## config.mk

```make
export PLATFORM = sky130hd
export DESIGN_NAME = serial_mag_comparator_flat
export DESIGN_NICKNAME = d
export VERILOG_FILES = /design/src/rtl/serial_mag_comparator_if.sv /design/src/rtl/serial_mag_comparator.sv /design/src/flat_wrapper.sv
export SDC_FILE = /design/constraint.sdc
export NUM_CORES = 1
export LEC_CHECK = 0
export BUFFER_PORTS_ARGS = -buffer_cell sky130_fd_sc_hd__buf_2
export CORE_MARGIN = 1.5
export CORE_UTILIZATION = 35
export CTS_CLUSTER_SIZE = 16
export DETAILED_ROUTE_END_ITERATION = 7
export HOLD_SLACK_MARGIN = 0.12
export SYNTH_ARGS = -nofsm -noshare
export SYNTH_HDL_FRONTEND = slang
export SYNTH_SLANG_ARGS = --single-unit
```

## constraint.sdc

```tcl
create_clock -name clk -period 3 [get_ports clk]
set_clock_uncertainty 0.2 [all_clocks]
set_input_delay 0.6 -clock clk [delete_from_list [all_inputs] [get_ports clk]]
set_output_delay 0.6 -clock clk [all_outputs]
set_load 0.02 [all_outputs]
```

## src/rtl/serial_mag_comparator_if.sv

```systemverilog
`default_nettype none
// ---------------------------------------------------------------------------
// serial_mag_comparator_if : handshake/data bundle for the serial comparator
// Rev 1.0
// ---------------------------------------------------------------------------
interface serial_mag_comparator_if;
  logic start;
  logic abort;
  logic bit_valid;
  logic a_bit;
  logic b_bit;
  logic busy;
  logic done;
  logic result_valid;
  logic eq;
  logic neq;
  logic lt;
  logic gt;
  logic lte;
  logic gte;

  modport master (
    output start, abort, bit_valid, a_bit, b_bit,
    input  busy, done, result_valid, eq, neq, lt, gt, lte, gte
  );

  modport slave (
    input  start, abort, bit_valid, a_bit, b_bit,
    output busy, done, result_valid, eq, neq, lt, gt, lte, gte
  );
endinterface
`default_nettype wire

```

## src/rtl/serial_mag_comparator.sv

```systemverilog
`default_nettype none
// ---------------------------------------------------------------------------
// serial_mag_comparator : MSB-first serial magnitude comparator of A vs B.
// Optional SERIAL_CMP_SIGNED_EN selects two's-complement operands. Rev 1.0
// ---------------------------------------------------------------------------
module serial_mag_comparator #(
  parameter int WIDTH = 4
) (
  input  logic                   clk,
  input  logic                   rst_n,
  serial_mag_comparator_if.slave bus
);

  localparam int CW = $clog2(WIDTH + 1);
  localparam logic [CW-1:0] LAST_IDX = CW'(WIDTH - 1);

  typedef enum logic [1:0] {
    IDLE  = 2'd0,
    SHIFT = 2'd1,
    DONE  = 2'd2
  } state_t;

  typedef enum logic [1:0] {
    REL_UND = 2'd0,
    REL_LT  = 2'd1,
    REL_GT  = 2'd2,
    REL_EQ  = 2'd3
  } rel_t;

  state_t        state_q, state_d;
  rel_t          rel_q, rel_d;
  logic [CW-1:0] cnt_q, cnt_d;
  logic          busy_q, busy_d;
  logic          done_q, done_d;
  logic          rv_q, rv_d;
  logic [5:0]    flags_q, flags_d;   // {eq, neq, lt, gt, lte, gte}

  rel_t bit_rel;
  rel_t rel_after;
  rel_t rel_final;

  // Relation implied by the current bit pair alone.
  always_comb begin
    bit_rel = REL_UND;
    if (bus.a_bit != bus.b_bit) begin
      bit_rel = bus.a_bit ? REL_GT : REL_LT;
`ifdef SERIAL_CMP_SIGNED_EN
      if (cnt_q == '0) begin
        bit_rel = bus.a_bit ? REL_LT : REL_GT;
      end
`endif
    end
    rel_after = (rel_q == REL_UND) ? bit_rel : rel_q;
    rel_final = (rel_after == REL_UND) ? REL_EQ : rel_after;
  end

  always_comb begin
    state_d = state_q;
    rel_d   = rel_q;
    cnt_d   = cnt_q;
    done_d  = 1'b0;
    rv_d    = rv_q;
    flags_d = flags_q;
    unique case (state_q)
      IDLE: begin
        if (bus.start) begin
          state_d = SHIFT;
          cnt_d   = '0;
          rel_d   = REL_UND;
          rv_d    = 1'b0;
          flags_d = '0;
        end
      end
      SHIFT: begin
        if (bus.abort) begin
          state_d = IDLE;
        end else if (bus.bit_valid) begin
          cnt_d = cnt_q + CW'(1);
          rel_d = rel_after;
          if (cnt_q == LAST_IDX) begin
            state_d = DONE;
            rel_d   = rel_final;
            done_d  = 1'b1;
            rv_d    = 1'b1;
            flags_d = {rel_final == REL_EQ,
                       rel_final != REL_EQ,
                       rel_final == REL_LT,
                       rel_final == REL_GT,
                       rel_final != REL_GT,
                       rel_final != REL_LT};
          end
        end
      end
      DONE: begin
        state_d = IDLE;
      end
      default: begin
        state_d = IDLE;
      end
    endcase
    busy_d = (state_d == SHIFT);
  end

  always_ff @(posedge clk or negedge rst_n) begin
    if (!rst_n) begin
      state_q <= IDLE;
      rel_q   <= REL_UND;
      cnt_q   <= '0;
      busy_q  <= 1'b0;
      done_q  <= 1'b0;
      rv_q    <= 1'b0;
      flags_q <= '0;
    end else begin
      state_q <= state_d;
      rel_q   <= rel_d;
      cnt_q   <= cnt_d;
      busy_q  <= busy_d;
      done_q  <= done_d;
      rv_q    <= rv_d;
      flags_q <= flags_d;
    end
  end

  assign bus.busy         = busy_q;
  assign bus.done         = done_q;
  assign bus.result_valid = rv_q;
  assign bus.eq           = flags_q[5];
  assign bus.neq          = flags_q[4];
  assign bus.lt           = flags_q[3];
  assign bus.gt           = flags_q[2];
  assign bus.lte          = flags_q[1];
  assign bus.gte          = flags_q[0];

endmodule
`default_nettype wire

```

## src/flat_wrapper.sv

```systemverilog
// flat-port wrapper written by rule: the top's interface ports become plain ports
module serial_mag_comparator_flat 
#(
  parameter int WIDTH = 4
)
  (clk, rst_n, bus_start, bus_abort, bus_bit_valid, bus_a_bit, bus_b_bit, bus_busy, bus_done, bus_result_valid, bus_eq, bus_neq, bus_lt, bus_gt, bus_lte, bus_gte);
  serial_mag_comparator_if bus_i ();
  input  logic clk;
  input  logic rst_n;
  input wire logic [$bits(bus_i.start)-1:0] bus_start;
  input wire logic [$bits(bus_i.abort)-1:0] bus_abort;
  input wire logic [$bits(bus_i.bit_valid)-1:0] bus_bit_valid;
  input wire logic [$bits(bus_i.a_bit)-1:0] bus_a_bit;
  input wire logic [$bits(bus_i.b_bit)-1:0] bus_b_bit;
  output wire logic [$bits(bus_i.busy)-1:0] bus_busy;
  output wire logic [$bits(bus_i.done)-1:0] bus_done;
  output wire logic [$bits(bus_i.result_valid)-1:0] bus_result_valid;
  output wire logic [$bits(bus_i.eq)-1:0] bus_eq;
  output wire logic [$bits(bus_i.neq)-1:0] bus_neq;
  output wire logic [$bits(bus_i.lt)-1:0] bus_lt;
  output wire logic [$bits(bus_i.gt)-1:0] bus_gt;
  output wire logic [$bits(bus_i.lte)-1:0] bus_lte;
  output wire logic [$bits(bus_i.gte)-1:0] bus_gte;
  assign bus_i.start = bus_start;
  assign bus_i.abort = bus_abort;
  assign bus_i.bit_valid = bus_bit_valid;
  assign bus_i.a_bit = bus_a_bit;
  assign bus_i.b_bit = bus_b_bit;
  assign bus_busy = bus_i.busy;
  assign bus_done = bus_i.done;
  assign bus_result_valid = bus_i.result_valid;
  assign bus_eq = bus_i.eq;
  assign bus_neq = bus_i.neq;
  assign bus_lt = bus_i.lt;
  assign bus_gt = bus_i.gt;
  assign bus_lte = bus_i.lte;
  assign bus_gte = bus_i.gte;
  serial_mag_comparator #(.WIDTH(WIDTH)) u_core (.clk(clk), .rst_n(rst_n), .bus(bus_i));
endmodule
```

==> results summary, run 1 <==
The post-synthesis mux area share is between 8 and 9%. The clock passes through at most 2 buffers. The post-synthesis sequential element count is 16. The pin slew with the least headroom to its limit came out at about 620 ps. Detailed placement finished with a half-perimeter wire length of slightly above 1000 um. The final net count is 102. The initial cell density of the core came out at 38.6%. TritonCTS built the clock tree. The number of diodes came out at 0. The hold slack came out at 291 ps.

The proportion of register bits with asynchronous set or reset after synthesis came out at between 90% and 100%. The post-cts sizing count is 0. Setup repair after global routing left no endpoint under its margin. The ratio of cells with drive above 1 in the final layout is approximately 28%. The total routing resource utilization after global routing came out at around 13%. The area growth from synthesis to layout is 18.7%. The setup path with the least slack is of type reg -> reg. The sort of element at the start of the critical path is a flop.

Yosys attributes the largest share of cell area to dfrtp_1 (51%), mux2i_1 (9.0%), ha_1 (6.4%). After synthesis the cells add up to 781 um2. The wire length of the first global-routing pass is about 2300 um. Overall power consumption after layout is estimated at approximately 480 uW.

The synthesized netlist cell count came out at 72. The instance count on the critical path is 5. In the routed design, unresolved DRC markers number 0. The maximum number of pins on one net before global-route repair came out at 17. The synthesized net count is between 80 and 90.

Counting stages on the worst path, the most repeated cell is ha_1. The classification of the worst-slack hold path is reg -> reg. The required time at the worst-slack endpoint is about 3000 ps. The full die area is approximately 2500 um2. The chip height came out at 50.2 um. The commonest cells after synthesis are dfrtp_1 (16), nand2_1 (9), inv_1 (7), mux2i_1 (7), nor2_1 (5). The per-instance average area after synthesis is between 10 and 15 um2.

The layout has 204 filler cells. In the post-synthesis netlist, the cell with the most instances is dfrtp_1. The length in cells of the worst reg-to-reg path is 5. The number of buffers and inverters on the critical path is 0.

After clock tree synthesis, the setup repair step added 0 buffers. The upper clock frequency limit is about 0.51 GHz. The xor and xnor area share after synthesis is 0%. The area of the multi-input gates came out at about 340 um2.

The worst-skew pair later-pin latency is around 290 ps. Clock-pin slew was measured on the worst setup and hold paths at 100 ps. The number of global-route vias before repair is approximately 510. The count of buffers added on input and output ports is 15. For this run, the number of Yosys warnings is 0. The master of the slowest instance on the critical path is nor4_4. The standard-cell row count is 16. The number of pins exceeding their max-slew limit in the final report came out at 0. The top cell type by area accounts for 51.3% of the synthesized area. The core area came out at just over 2000 um2.

The relative slew slack came out at ~58%. The vias per cell is around 4.8. The final route contains 565 vias. Summing the areas of all and, or, nand and nor instances in the mapped netlist gives about a fifth of the synthesized area.

The dominant combinational cell family by area after synthesis is simple AND/OR/NAND/NOR gates. The number of antenna violations at the first check in global routing came to 0. The number of enable-type register cells in the synthesized netlist came out at 0. The final total negative setup slack is 0 ps.

In the synthesized netlist the dominant register cell turns out to be dfrtp_1. The number of iterations in the first detailed-routing pass came out at 3. The number of distinct library cells after synthesis is 23.

The top fanout value on the critical path is 8. The worst-case IR drop observed on VDD is a little under 400 uV. The worst setup path is captured at a flop. The number of DRC markers after the initial detailed-route iteration is 7.

The data arrival at the endpoint of the critical path came out at between 1500 and 2000 ps. The clock net in this run drives a total of 16 sinks. The footprint of the flip-flops and latches came out at ~400 um2. Summing the areas of all fa, ha and maj instances in the mapped netlist gives approximately 6.4% of the synthesized area. The ratio of total power to cell area is 520 nW/um2. The total count of hold-check failures in the final report came out at 0.

Clock tree synthesis inserted a total of 3 buffers. The wire length after detailed routing came out at 1380 um. Of the available clock period, the critical path in the final layout requires ~65%. The I/O pin count is 16. Dividing the detail-routed wire length by the instance count gives roughly 12 um. The biggest area contributor in the post-synthesis netlist is dfrtp_1. The width of the die came out at 50.2 um. Summed over all cells, the static leakage comes to 0.000474 uW. Counting instances, the worst hold path has a depth of 1.

In this run the number of H-tree levels came out at 1. The largest single stage delay on the critical path is 490 ps. The total overflow left after global routing is 0. Walking the worst path, the cells encountered are ha_1 -> ha_1 -> nand2_1 -> nor4_4 -> mux2i_1. The final weighted congestion of routability-driven global placement came out at 0.682. The root buffer cell chosen for the clock tree is clkbuf_4. The flow ran to the end, and the final reports show no timing, DRC or antenna violations. Summing the areas of all compound-gate instances in the mapped netlist gives between 8 and 9% of the synthesized area. The minimum period implied by the final worst setup slack is 1950 ps. The max capacitance violation total came out at 0. The number of endpoints failing setup at the final stage is 0. The number of hold buffers added after CTS was 1. The part of the Yosys area used for sequential elements is 51.3%. The number of nets still failing antenna checks after routing came out at 0. The cell family contributing the most delay on the critical path is simple AND/OR/NAND/NOR gates.
layout make-up:
cell class,count,area share (%)
Sequential cell,16,43.2
Timing Repair Buffer,16,9.18
Tap cell,27,3.64
Clock buffer,4,3.91
Multi-Input combinational cell,46,36.8
Inverter,8,3.24
report_power, final:
group          switching (uW)  internal, uW
Clock                    70.6          73.9
Combinational            51.4          40.1
Sequential               13.9           232
kinds of logic after synthesis:
group	Yosys count
AO/OA/AOI/OAI	9
adder cells (fa/ha/maj)	4
buffers and inverters	10
flip-flops	16
multiplexers	7
AND/OR/NAND/NOR	26
final timing paths:
check | slack (ps) | from | to
min | 290 | u_core.bus.result_valid | u_core.bus.result_valid
min reg2reg | 290 | u_core.bus.result_valid | u_core.bus.result_valid
max in group asynchronous | 1810 | rst_n | u_core.rel_q[1]
max | 1050 | u_core.cnt_q[0] | u_core.flags_q[4]
min in group asynchronous | 540 | rst_n | u_core.flags_q[1]
max reg2reg | 1050 | u_core.cnt_q[0] | u_core.flags_q[4]
flip-flops by register name, summed over array words and instances, names as in the netlist:
signal	flops
u_core.rel_q	2
u_core.bus.done	1
u_core.cnt_q	3
u_core.flags_q	6
u_core.state_q	2
u_core.bus.busy	1
u_core.bus.result_valid	1
cells in the final DEF (no fill, tap or decap), types with 3 or more instances in the layout:
cell type / synthesis / routed
dfrtp_1: 16 / 16
nor2_1: 5 / 5
mux2i_1: 7 / 7
ha_1: 4 / 4
inv_1: 7 / 7
buf_2: 1 / 15
nand2_1: 9 / 9
clkbuf_4: 0 / 3
stage by stage:
step / area (um2) / setup WS (ps) / utilization (%) / std cells
after floorplan: 781 / 1180 / - / 72
after global placement: 881 / 981 / 43.6 / 112
after detailed placement: 881 / 965 / 43.6 / 112
after CTS: 927 / 1010 / 45.9 / 117
after global routing: 927 / 832 / 45.9 / 117
final: 927 / 1050 / 45.9 / 117
routing by layer:
metal | up-vias | share of wire (%) | wire length [um] | global-route usage (%)
met2 | 13 | 45 | 612 | 17.5
met3 | 2 | 5.3 | 73 | 5.36
li1 | 281 | - | - | -
met1 | 269 | 49 | 674 | 17.4
met4 | 0 | 1.1 | 15 | 4.17
met5 | - | 0 | 0 | 0
worst reg2reg max path, stage by stage, from the launching register on:
cell,delay (ps)
dfrtp_1,400
ha_1,170
ha_1,230
nand2_1,140
nor4_4,490
mux2i_1,260
(Power assumes the default switching activity.)
==> inputs of run 2 (changes only) <==
clock period = 1.6 ns   (was 3 ns; I/O delays follow)
==> run 2 against run 1 <==
The flow now finishes with violations (negative setup slack). Critical path depth shrank 1. Maximum frequency grew 19%. Clock-buffer cell count is the same. Critical endpoint is now u_core.rel_q[1]. Sequential cell count is the same. Die area is the same. Largest cell class unchanged. Non-clock buffer count grew 12. Register-to-register slack lost 1100 ps. Sequential share of layout area shrank 5.5 points. Largest power group unchanged.
==> results summary, run 2 (same netlist as run 1, synthesis figures left out) <==
The top cell types in the final layout, fill and taps aside, are dfrtp_1 (16), buf_2 (15), buf_4 (10). The vias per cell is between 4 and 5. Counting I/O delays and the setup requirement, the final critical path takes about 1600 ps. The combinational fraction of design power is a little under a quarter. The critical path ends at u_core.rel_q[1].

The ratio of cells with drive above 1 in the final layout is between 40% and 50%. The flip-flop count of the largest register after layout came out at 6. The slowest stage of the critical path is the dfrtp_1 cell. The highest ir drop seen on vdd is about 420 uV. The number of antenna violations at the first check in global routing is 0. The signal on the critical path passes through ha_2 -> ha_4 -> or3_1 -> a32o_1. The flow ran to the end, but the final reports show violations. Across all setup checks in the final design, the least slack found is -46.3 ps. The sort of element at the start of the critical path is a flop. The hold slack is 203 ps. After the last flow step, the layout net total stands at between 100 and 150. The die covers approximately 2500 um2.

Based on the critical path, the design can be clocked at up to roughly 0.61 GHz. The top fanout value on the critical path came out at 4. More flip-flops sit in one register than any other, and that register is u_core.flags_q. For the worst setup path, the data required time is about 1600 ps. The standard-cell row count came out at 16. The count of input and output buffers is 15. The post-place instance area is slightly below 1000 um2. STA classifies the critical path endpoint as a flop. The chip height came out at around 50 um. Across every metal layer, demand over resource in global routing totals ~14%. In this run, CTS created clock tree buffers numbering 3. The number of iterations in the first detailed-routing pass is 4. The part of the total power dissipated in sequential elements is approximately half. TritonCTS built the clock tree.

The final total negative setup slack is -90.1 ps. The worst register-to-register path begins at u_core.cnt_q[0]. The final weighted congestion of routability-driven global placement came out at between 0.7 and 0.8. The number of DRC markers after the initial detailed-route iteration is 6. After detailed routing, the average wire length per cell comes to roughly 12 um. The width of the die came out at roughly 50 um. The worst register-to-register path ends at u_core.rel_q[1]. The reg-to-reg setup timing slack is -50 ps. The number of global-route vias before repair is ~620.

The sink count of the clock tree is 16. The post-DP HPWL came out at approximately 1100 um. Tracing the worst setup path back leads to its startpoint at u_core.cnt_q[0]. The peak per-stage delay on the critical path is around 400 ps. The remaining design rule violation count is 0. The max capacitance violation total is 0. The count of vias placed by the detailed router is a little under 600. The worst hold path belongs to the class in -> reg.

The length in cells of the worst reg-to-reg path came out at 4. The wire length after detailed routing came out at 1520 um. The critical path is of the reg -> reg type. The I/O pin count came out at 16. The period utilization is 103%. The area overhead of the layout relative to synthesis came out at 36.1%. The data arrival at the endpoint of the critical path came out at around 1600 ps.

The number of pins exceeding their max-slew limit in the final report is 0. The number of endpoints failing setup at the final stage came out at 2. Cell internal power was estimated by the tool at between 600 and 700 uW. The buffer type at the clock tree root is clkbuf_4. The worst pin sits at a relative slew slack of between 70% and 80%. The number of nets still failing antenna checks after routing came out at 0. The fraction of power spent switching nets is 28.0%. The post-route cell area is ~1100 um2. The ratio of total power to cell area is between 800 and 900 nW/um2.

The checks that failed: negative setup slack. The first global-routing pass estimated roughly 2700 um of wire. Overall power consumption after layout is estimated at between 900 and 1000 uW.

The library cell used most frequently in the layout, excluding fill and tap cells, is dfrtp_1. The core area came out at between 2000 and 2500 um2. After clock tree synthesis, the clock-pin slew on the worst setup and hold paths is 100 ps. The switching component of the power is 267 uW. The static power due to leakage is between 0.0005 and 0.0006 uW. The later pin in the worst-skew pair is clocked with a latency of about 290 ps. The total count of hold-check failures in the final report came out at 0. The clock network is responsible for between 20% and 30% of the overall power. The pin slew with the least headroom to its limit is between 300 and 400 ps. In the final layout, the registers with the most flip-flops are u_core.flags_q x6, u_core.cnt_q x3.

The total congestion overflow came out at 0. The maximum number of pins on one net before global-route repair is 17. The H-tree depth is 1. Setup repair after global routing could not meet its margin everywhere. The initial cell density of the core came out at ~39%.

The maximum buffer depth of the clock tree came out at 2. The number of antenna diodes in the final layout is 0.
[run 2: changes by cell type in the layout (fill, tap and decap cells not counted), sizes merged]
cell | previous run | this run
buf | 15 | 26
dlygate4sd3 | 1 | 2
[run 2: how the worst min path moves through the flow]
stage	from	to	slack, ps	cells after the start
after floorplan	rst_n	u_core.bus.busy	-180	0
after global placement	rst_n	u_core.bus.busy	60	1
after detailed placement	rst_n	u_core.state_q[0]	60	1
after CTS	bus_abort	u_core.state_q[1]	220	3
after global routing	bus_abort	u_core.state_q[1]	190	3
final	bus_abort	u_core.state_q[1]	200	3
[run 2: layout make-up]
class / count / area, um2
Multi-Input combinational cell: 46 / 380
Fill cell: 186 / 960
Sequential cell: 16 / 400
Tap cell: 27 / 33.8
Clock buffer: 4 / 36.3
Inverter: 8 / 30.0
Timing Repair Buffer: 28 / 181
[run 2: stage by stage]
stage               setup slack [ps]  std cells  util [%]
floorplan                      -44.5         72         -
global placement               -92.6        122      48.4
detailed placement              -122        122      48.4
CTS                            -52.9        130      51.9
global route                    -112        129      52.5
finish                         -46.3        129      52.5
[run 2: repair_timing]
item	4_1_cts	5_1_grt
pin swaps	1	2
setup buffers	2	0
endpoints found under the setup margin	7	12
resized for setup	0	6
hold buffers	2	0
endpoints found under the hold margin	17	0
[run 2: worst max-delay path: cells and delay by family (launching register included)]
family	cells	cell delay (ps)
flops	1	400
fa+ha+maj	2	370
simple gates	1	340
compound gates	1	230
[run 2: routing by layer]
metal  track usage (%)  vias to the layer above  part of all wire (%)
li1                  -                      306                     -
met1              18.1                      276                    49
met2              23.7                       10                    48
met3              2.68                        0                   3.2
met4              6.94                        0                     0
met5                 0                        -                     0
[run 2: power by group through the flow]
stage          Clock, uW  Sequential, uW  Combinational [uW]
2_1_floorplan          0             472                 121
6_report             268             459                 228
4_1_cts              283             458                 224
3_5_place_dp           0             469                 206
3_3_place_gp           0             468                 204
5_1_grt              300             464                 261
